## src/rtl/gcd_requester.sv

```systemverilog
// Initiator-side sequencer for the GCD FSMD core: accepts operand pairs, issues them
// to the core (or bypasses it for zero operands), and returns a bounded-latency result.
module gcd_requester #(
  parameter int WIDTH   = 8,
  parameter int TIMEOUT = 600,
  parameter int TO_W    = 16
) (
  input  logic             CLK,
  input  logic             reset,
  input  logic             in_valid,
  output logic             in_ready,
  input  logic [WIDTH-1:0] in_x,
  input  logic [WIDTH-1:0] in_y,
  output logic             go_o,
  output logic [WIDTH-1:0] x_o,
  output logic [WIDTH-1:0] y_o,
  input  logic             core_done_i,
  input  logic [WIDTH-1:0] core_result_i,
  output logic             out_valid,
  input  logic             out_ready,
  output logic [WIDTH-1:0] out_result,
  output logic             out_err,
  output logic             busy
);

  typedef enum logic [1:0] {S_IDLE, S_ISSUE, S_WAIT, S_RESP} state_t;

  localparam logic [TO_W-1:0] TIMER_LAST = TO_W'(TIMEOUT - 1);

  state_t           state_reg, state_next;
  logic [WIDTH-1:0] x_reg, x_next;
  logic [WIDTH-1:0] y_reg, y_next;
  logic [WIDTH-1:0] result_reg, result_next;
  logic             err_reg, err_next;
  logic [TO_W-1:0]  timer_reg, timer_next;

  always_ff @(posedge CLK) begin
    if (reset) begin
      state_reg  <= S_IDLE;
      x_reg      <= '0;
      y_reg      <= '0;
      result_reg <= '0;
      err_reg    <= 1'b0;
      timer_reg  <= '0;
    end else begin
      state_reg  <= state_next;
      x_reg      <= x_next;
      y_reg      <= y_next;
      result_reg <= result_next;
      err_reg    <= err_next;
      timer_reg  <= timer_next;
    end
  end

  always_comb begin
    state_next  = state_reg;
    x_next      = x_reg;
    y_next      = y_reg;
    result_next = result_reg;
    err_next    = err_reg;
    timer_next  = timer_reg;
    case (state_reg)
      S_IDLE: begin
        if (in_valid) begin
          x_next = in_x;
          y_next = in_y;
          // Zero operands never reach the core: its subtract loop would not terminate.
          if (in_x == '0 && in_y == '0) begin
            result_next = '0;
            err_next    = 1'b1;
            state_next  = S_RESP;
          end else if (in_x == '0) begin
            result_next = in_y;
            err_next    = 1'b0;
            state_next  = S_RESP;
          end else if (in_y == '0) begin
            result_next = in_x;
            err_next    = 1'b0;
            state_next  = S_RESP;
          end else begin
            state_next = S_ISSUE;
          end
        end
      end
      S_ISSUE: begin
        timer_next = '0;
        state_next = S_WAIT;
      end
      S_WAIT: begin
        timer_next = timer_reg + 1'b1;
        // A done arriving on the last allowed cycle still wins over the timeout.
        if (core_done_i) begin
          result_next = core_result_i;
          err_next    = 1'b0;
          state_next  = S_RESP;
        end else if (timer_reg == TIMER_LAST) begin
          result_next = '0;
          err_next    = 1'b1;
          state_next  = S_RESP;
        end
      end
      S_RESP: begin
        if (out_ready) state_next = S_IDLE;
      end
      default: state_next = S_IDLE;
    endcase
  end

  assign in_ready   = (state_reg == S_IDLE);
  assign go_o       = (state_reg == S_ISSUE);
  assign out_valid  = (state_reg == S_RESP);
  assign busy       = (state_reg != S_IDLE);
  assign x_o        = x_reg;
  assign y_o        = y_reg;
  assign out_result = result_reg;
  assign out_err    = err_reg;

endmodule

```

## config.mk

```make
export PLATFORM = sky130hd
export DESIGN_NAME = gcd_requester
export DESIGN_NICKNAME = d
export VERILOG_FILES = /design/src/rtl/gcd_requester.sv
export SDC_FILE = /design/constraint.sdc
export NUM_CORES = 1
export LEC_CHECK = 0
export ABC_AREA = 1
export CORE_ASPECT_RATIO = 0.5
export CORE_MARGIN = 1.5
export CORE_UTILIZATION = 40
export CTS_CLUSTER_SIZE = 25
export DETAILED_ROUTE_END_ITERATION = 7
export PLACE_DENSITY = 0.77
export SYNTH_ARGS = -nofsm -noshare
export SYNTH_HDL_FRONTEND = slang
export SYNTH_SLANG_ARGS = --single-unit
```

## constraint.sdc

```tcl
create_clock -name CLK -period 2.3 [get_ports CLK]
set_input_delay 0.575 -clock CLK [delete_from_list [all_inputs] [get_ports CLK]]
set_output_delay 0.575 -clock CLK [all_outputs]
set_load 0.03 [all_outputs]
```

Word level (Yosys, flattened, before mapping):

Index checks and enable logic that the tools add are counted.
Widths: inputs -> output; s select.

* shift-type cells: 0
* div/mod/pow operators: 0
* $add $sub $neg: 1
* muxes and demuxes: 23
* eq/ne operators: 8
* order comparisons: 0
* bitwise logic cells: 0
* reductions and logical operators: 10
* multiply operators: 0

Operators by type and width (count)
* $mux 8: 6
* $pmux 16 s2: 1
* $add 16x1->16 const B: 1
* $eq 16x10->1 const B: 1
* $logic_not 8->1: 2
* $pmux 8 s2: 1
* $mux 2: 7
* $pmux 2 s4: 1
* $mux 1: 6
* $reduce_bool 2->1: 3
* $eq 2x2->1 const B: 2
* $ne 4x1->1 const B: 1
* $reduce_and 4->1: 1
* $ne 3x3->1 const B: 1
* $reduce_and 3->1: 1
* $eq 2x1->1 const B: 1
* $logic_not 2->1: 1
* $ne 2x1->1 const B: 1
* $ne 2x2->1 const B: 1
* $pmux 1 s2: 1
* $reduce_and 2->1: 1
* $logic_and 1x1->1: 1

* output and inout bits: 29
* bits in latches: 0
* memory bits (writable): 0
* memories kept: 0
* logic and storage cells: 48
* register bits: 43
* input port bits: 29
* bits in read-only memories: 0

Logic depth before layout (Yosys ltp):

Gate-level depths: netlist of the first run.

* word-level depth: 6
* depth in mapped cells: 12
* gate-level depth less buffers: 11

Worst setup path after synthesis of the first run:

Ideal clock, no wire load.

* kind: reg2reg
* start point: register state_reg[0]
* end point: register err_reg (netlist: out_err)
* setup time: 0.113 ns
* cell stages (with the launch flop): 10
* period minus slack after synthesis: 1.912 ns
* data required time: 2.187 ns
* path slack: 0.388 ns
* data arrival time: 1.798 ns
* path buffers: 1
* path through: dfxtp_1 -> inv_1 -> ha_1 -> inv_1 -> or2_2 -> nand2_4 -> nor2_8 -> buf_6 -> nor2_1 -> nor2_1

* cells in the longest elaborated chain, start to end: 3
* elaborated cells between the ends (all ways): 8
* those cells by class: eq/ne: 4; mux: 1; reduce/logical: 3

Ends and longest elaborated chain
* start: declaration: line 30 `state_t state_reg, state_next;`
* start signal: assignment: line 46 `state_reg <= state_next;`
* $logic_not 2->1 (*)
* via in_ready: line 11 `output logic in_ready,`
* $ne 4x1->1 (no source line) (tied with other cells)
* $reduce_and 4->1 (no source line)
* end signal: assignment: line 50 `err_reg <= err_next;`
* end: declaration: line 34 `logic err_reg, err_next;`

The timed path passes the listed nets; every way through them passes the cells marked *.
A chain may end at the register's enable or synchronous reset.

Worst setup path after layout of the first run:

* start point: register state_reg[1]
* end point: output go_o

* cells in the longest elaborated chain, start to end: 1

Ends and longest elaborated chain
* $eq 2x1->1: line 110 `assign go_o = (state_reg == S_ISSUE);`
* end: declaration: line 14 `output logic go_o,`

Every way passes these cells.

==> results of run 1 <==
critical path: cells and delay by family, from the launching register on:
family                   cells  cell delay (ps)
flip-flops                   1              330
buffers and inverters        2              780
adder cells (fa/ha/maj)      1              160
layer usage:
metal | global-route usage (%) | part of all wire (%) | vias to the layer above
li1 | - | - | 1128
met1 | 21.8 | 46 | 940
met2 | 32.8 | 47 | 50
met3 | 4.64 | 5.8 | 7
met4 | 7.33 | 1.6 | 0
met5 | 0 | 0 | -
path summary, 6_finish.rpt:
| kind | from | endpoint | slack [ps] |
|---|---|---|---|
| setup / recovery | state_reg[1] | go_o | 170 |
| hold reg to reg | timer_reg[12] | timer_reg[12] | 480 |
| setup reg to reg | state_reg[1] | timer_reg[14] | 400 |
| hold / removal | timer_reg[12] | timer_reg[12] | 480 |
kinds of logic (layout without fill, tap and decap cells):
logic type	count (synthesis)	after routing
AO/OA/AOI/OAI	65	65
AND/OR/NAND/NOR	154	154
adder cells (fa/ha/maj)	6	6
buffers and inverters	57	117
flip-flops	43	43
final cells by class:
class | count | area (um^2)
fill | 484 | 2180
tap | 70 | 87.6
inverter | 49 | 184
sequential | 43 | 861
clock buffer | 7 | 76.3
multi-input combinational | 225 | 1060
timing repair buffer | 60 | 594
clock inverter | 1 | 5.00
cells in the final DEF, fill, tap and decap left out, drive strengths merged, types with 2 or more instances in the layout:
| cell | Yosys | routed |
|---|---|---|
| a21oi | 38 | 38 |
| buf | 5 | 3 |
| clkbuf | 3 | 7 |
| clkdlybuf4s50 | 0 | 55 |
| clkinv | 1 | 2 |
| dfxtp | 43 | 43 |
| ha | 6 | 6 |
| inv | 48 | 48 |
| nand2 | 82 | 82 |
| nand3 | 9 | 9 |
| nand4 | 2 | 2 |
| nor2 | 54 | 54 |
| nor3 | 5 | 5 |
| o21ai | 26 | 26 |
| or2 | 2 | 2 |
power groups by stage:
stage / logic (uW) / clock network, uW / registers (uW)
after floorplan: 900 / 0 / 1360
after global placement: 1750 / 0 / 1050
after detailed placement: 1780 / 0 / 1060
after CTS: 1780 / 474 / 1040
after global routing: 1950 / 496 / 1070
final: 1760 / 458 / 1040
per-stage QoR:
step                      cells  setup slack [ps]
after floorplan             325               388
after global placement      447               212
after detailed placement    447               178
after CTS                   455              31.7
after global routing        455              58.2
final                       455               168
repair_timing:
item | in CTS | in global routing
resized for setup | 1 | 1
cloned | 0 | 0
pin swaps | 0 | 0
endpoints found under the setup margin | 1 | 1
==> results.md, run 1 <==
* Number of flip-flops in the largest register at 16
* Min Tclk post-route at between 2000 and 2500 ps
* Top cells by area, synth: dfxtp_1 40%, nand2_1 14%, a21oi_1 8.9%
* Slew headroom at 70.8%
* Hold_ws at 478 ps
* Count leader, synth: nand2_1
* Logic pwr share at a little over half
* Vias in the first global route at roughly 1900
* Outcome: finished clean
* Switching share of power at ~44%
* Clk network pwr share at ~14%
* CP Class: register to output port
* Net load switching power at about 1400 uW
* Asr flop ratio synth at 0%
* Critical Path RT at roughly 1700 ps
* Sequential Power Share at roughly a third
* Worst-Margin Slew at approximately 440 ps
* Post-CTS setup buffers at 0
* Fraction of synthesized cell area taken by the top area cell type at 40.1%
* Fraction of layout cells with a size suffix above 1 at under 10%
* Final wirelength at between 5 and 6 mm
* DPL Wire Length at just under 4 mm
* Row Count at 18
* Pwr dens at around 1100 nW/um^2
* Layout Nets at 419
* Slowest cell delay on critical path at 660 ps
* Clock transition at the registers of the reported paths at 70 ps
* Initial antenna violation count at 0
* Arrival time at the worst endpoint at 1560 ps
* Hold Vio Cnt, Final at 0
* Die Area at a little under 6000 um^2
* Setup crit end kind: output port
* Compound-Gate Fraction of Synth Area at around 15%
* Ports at between 50 and 60
* Commonest cells post-synth: 80 x nand2_1, 49 x nor2_1, 43 x dfxtp_1, 43 x inv_1, 38 x a21oi_1
* Largest net degree at the start of global routing at 33
* Unrepaired setup endpoints after global routing: no
* Lkg Pwr at approximately 0.0013 uW
* Setup TNS at 0 ps
* Area grow syn2layout at 33.7%
* Final ANT Viol Nets at 0
* Syn nets at between 300 and 400
* Core Area at just over 5000 um^2
* Synth Area in XOR/XNOR at 0%
* Main combinational cell family by area after synthesis: simple AND/OR/NAND/NOR gates
* Util after Layout at around 57%
* Port Buf Inserts at 57
* Tcrit/Tclk final at between 90% and 100%
* Worst Path Max Fanout at 4
* Synthesized flop and latch total at 43
* Post-Place Cell Area at around 2800 um^2
* Synth area leader: dfxtp_1
* Final setup violation count at 0
* CTS tree: done
* Startpoint types: register
* Post-Syn Instances at about 330
* Mapped Avg Cell Area at around 6.6 um^2
* Clock Root Buffer: clkbuf_8
* Main flop type after synthesis: dfxtp_1
* Clk sinks at 43
* R2r worst-path depth at 11
* 1st-pass router iterations at 4
* Vias per inst at approximately 4.7
* Power, Total at 3260 uW
* Skew final at between 9 and 10 ps
* Initial DRC count at 85
* Peak VDD IR at roughly 0.00054 V
* Routability cong. at 0.817
* GRT overflow at 0
* Max-cap violations at 0
* Post-synth EDFFs at 0
* Die height at approximately 55 um
* YS warnings at 0
* Ant diodes at 0
* CTS H-tree lvls at 2
* DRC Markers at 0
* Routed len/inst at between 10 and 15 um
* Simple-Gate Fraction of Synth Area at around 31%
* Synth cell types at 25
* Cell Chain, Critical Path: inv_1, ha_1, clkdlybuf4s50_1
* GRT Util Overall at ~18%
* First-pass GRT wire length at 8.20 mm
* CTS Buf Count at 5
* CTS hold repair buffers at 0
* Post-synthesis sequential area ratio at around two fifths
* Fmax at around 470 MHz
* Post-route cell area at between 2000 and 3000 um^2
* Slowest stage cell, crit path: clkdlybuf4s50_1
* Max Slew Vio Count at 0
* Adder-Cell Fraction of Synth Area at 3.50%
* Die X-Extent at roughly 110 um
* Routed via count at between 2000 and 2500
* Mux cell area share after synthesis at 0%
* Clock tree buffer depth at 2
* Mapped Area at about 2100 um^2
* Hold WC Path Type: register to register
* Power Internal at ~1800 uW
* Starting Density at between 40% and 50%
* Clock latency on the worst-skew pair at 290 ps
* WHS Path Cells at 2
Note: power is estimated with default switching activity, not from simulation.
==> run 2: changes to the inputs <==
--- a/config.mk
+++ b/config.mk
@@ -11,6 +11,7 @@
 export CORE_UTILIZATION = 40
 export CTS_CLUSTER_SIZE = 25
 export DETAILED_ROUTE_END_ITERATION = 7
+export GPL_ROUTABILITY_DRIVEN = 0
 export PLACE_DENSITY = 0.77
 export SYNTH_ARGS = -nofsm -noshare
 export SYNTH_HDL_FRONTEND = slang
==> results of run 2 <==
Same layout as run 1: the final DEF is identical, and so are final timing and power.
==> run 3: changes to the inputs <==
--- a/config.mk
+++ b/config.mk
@@ -7,7 +7,7 @@
 export LEC_CHECK = 0
 export ABC_AREA = 1
 export CORE_ASPECT_RATIO = 0.5
-export CORE_MARGIN = 1.5
+export CORE_MARGIN = 5
 export CORE_UTILIZATION = 40
 export CTS_CLUSTER_SIZE = 25
 export DETAILED_ROUTE_END_ITERATION = 7
==> results.md, run 3 (synthesis gave the netlist of run 1 again) <==
* Met2 wire length at about 2.8 mm
* Final ANT Viol Nets at 0
* WHS Path Cells at 2
* Pwr dens at around 1200 nW/um^2
* Slowest stage cell, crit path: clkdlybuf4s50_1
* Clock transition at the registers of the reported paths at around 80 ps
* Worst-Margin Slew at 505 ps
* Util after Layout at between 50% and 60%
* CTS H-tree lvls at 2
* Lkg Pwr at between 0.001 and 0.0015 uW
* Startpoint types: register
* CTS Buf Count at 5
* Hold_ws at about 470 ps
* Slew headroom at between 60 and 70%
* Clock tree buffer depth at 2
* Placed Instances at about 450
* GRT Util Overall at roughly 16%
* Clock latency on the worst-skew pair at ~300 ps
* Arrival time at the worst endpoint at 1570 ps
* Die Area at about 7000 um^2
* Starting Density at a little over two fifths
* Worst Path Max Fanout at 4
* 1st-pass router iterations at 4
* Initial DRC count at between 80 and 90
* Core Area at slightly above 5000 um^2
* Critical Path RT at ~1700 ps
* Max-cap violations at 0
* Peak VDD IR at between 0.0005 and 0.0006 V
* Final setup violation count at 0
* Fmax at ~470 MHz
* First-pass GRT wire length at between 9 and 10 mm
* Initial antenna violation count at 0
* Clk sinks at 43
* Number of flip-flops in the largest register at 16
* Non-Filler Instances at roughly 460
* Die height at ~60 um
* Vias per inst at around 4.7
* Largest net degree at the start of global routing at 33
* Power, Total at 3340 uW
* Post-CTS setup buffers at 0
* Die X-Extent at between 100 and 150 um
* Hold Vio Cnt, Final at 0
* Area grow syn2layout at 34.3%
* Setup crit end kind: output port
* DRC Markers at 0
* Cell Chain, Critical Path: inv_1, ha_1, clkdlybuf4s50_1
* Commonest cells after routing, fill and taps aside: 80 x nand2_1, 55 x clkdlybuf4s50_1, 49 x nor2_1, 43 x inv_1, 43 x dfxtp_1
* Setup TNS at 0 ps
* DPL Wire Length at 4.27 mm
* Most common cell after layout, fill and taps aside: nand2_1
* Port Buf Inserts at 57
* Unrepaired setup endpoints after global routing: no
* Clock Root Buffer: clkbuf_8
* GRT overflow at 0
* CTS tree: done
* Number of fill cells in the layout at 493
* Routed len/inst at about 12 um
* Ant diodes at 0
* Max Slew Vio Count at 0
* Slowest cell delay on critical path at 660 ps
* Skew final at about 5.6 ps
* Final wirelength at approximately 5.5 mm
* Min Tclk post-route at ~2100 ps
* Layout Nets at 420
* Register area at around 860 um^2
* Vias in the first global route at about 2100
* Multi-input gate area at between 1000 and 1500 um^2
* CP Class: register to output port
* R2r worst-path depth at 9
* Top sig layer: met4
* Hold WC Path Type: register to register
* Fraction of layout cells with a size suffix above 1 at under 10%
* Row Count at 18
* Tcrit/Tclk final at around 93%
* Routed via count at ~2200
* Outcome: finished clean
* DRT met1 WL at 2.33 mm
* Ports at between 50 and 60
* Routed met3 length at 280 um
## run 3: cell types whose count changed in the layout (fill, tap and decap cells not counted)
| cell | before | now |
|---|---|---|
| clkbuf_1 | 2 | 0 |
| buf_4 | 3 | 4 |
| clkbuf_8 | 5 | 6 |
## run 3: where the power goes
group / leakage, uW / internal [uW] / total, uW / switching [uW]
logic: 0.000886 / 686 / 1800 / 1120
clock network: 0.0000470 / 236 / 493 / 258
registers: 0.000352 / 936 / 1040 / 105
total: 0.00128 / 1860 / 3340 / 1480
## run 3: worst max-delay path: cells and delay by family (launching register included)
family     cells  cell delay (ps)
fa+ha+maj      1              150
buf+inv        2              780
flops          1              330
## run 3: timing repair
item,in CTS,in global routing
resized for setup,1,1
endpoints found under the setup margin,1,1
hold buffers,0,0
## run 3: final timing paths
| kind | start | end | slack [ps] |
|---|---|---|---|
| worst max-delay path | state_reg[1] | go_o | 160 |
| worst min-delay path | timer_reg[12] | timer_reg[12] | 470 |
| worst max register to register | state_reg[0] | timer_reg[15] | 370 |
| worst min register to register | timer_reg[12] | timer_reg[12] | 470 |
## run 3: stage by stage
step | cell area (um^2) | worst slack, ps
final | 2880 | 157
after global routing | 2880 | 99.6
after CTS | 2880 | 19.5
after detailed placement | 2790 | 148
after global placement | 2790 | 206
after floorplan | 2150 | 388
## run 3: area by class of cell
type | count | area share, %
Tap cell | 70 | 3.04
Sequential cell | 43 | 29.9
Timing Repair Buffer | 61 | 20.9
Multi-Input combinational cell | 225 | 36.8
Clock inverter | 1 | 0.174
Clock buffer | 6 | 2.86
Inverter | 49 | 6.38
## run 3: layer usage
layer / vias up / global-route usage (%)
met1: 982 / 17.4
met4: 0 / 4.62
li1: 1130 / -
met3: 7 / 3.97
met5: - / 0
met2: 41 / 32.9
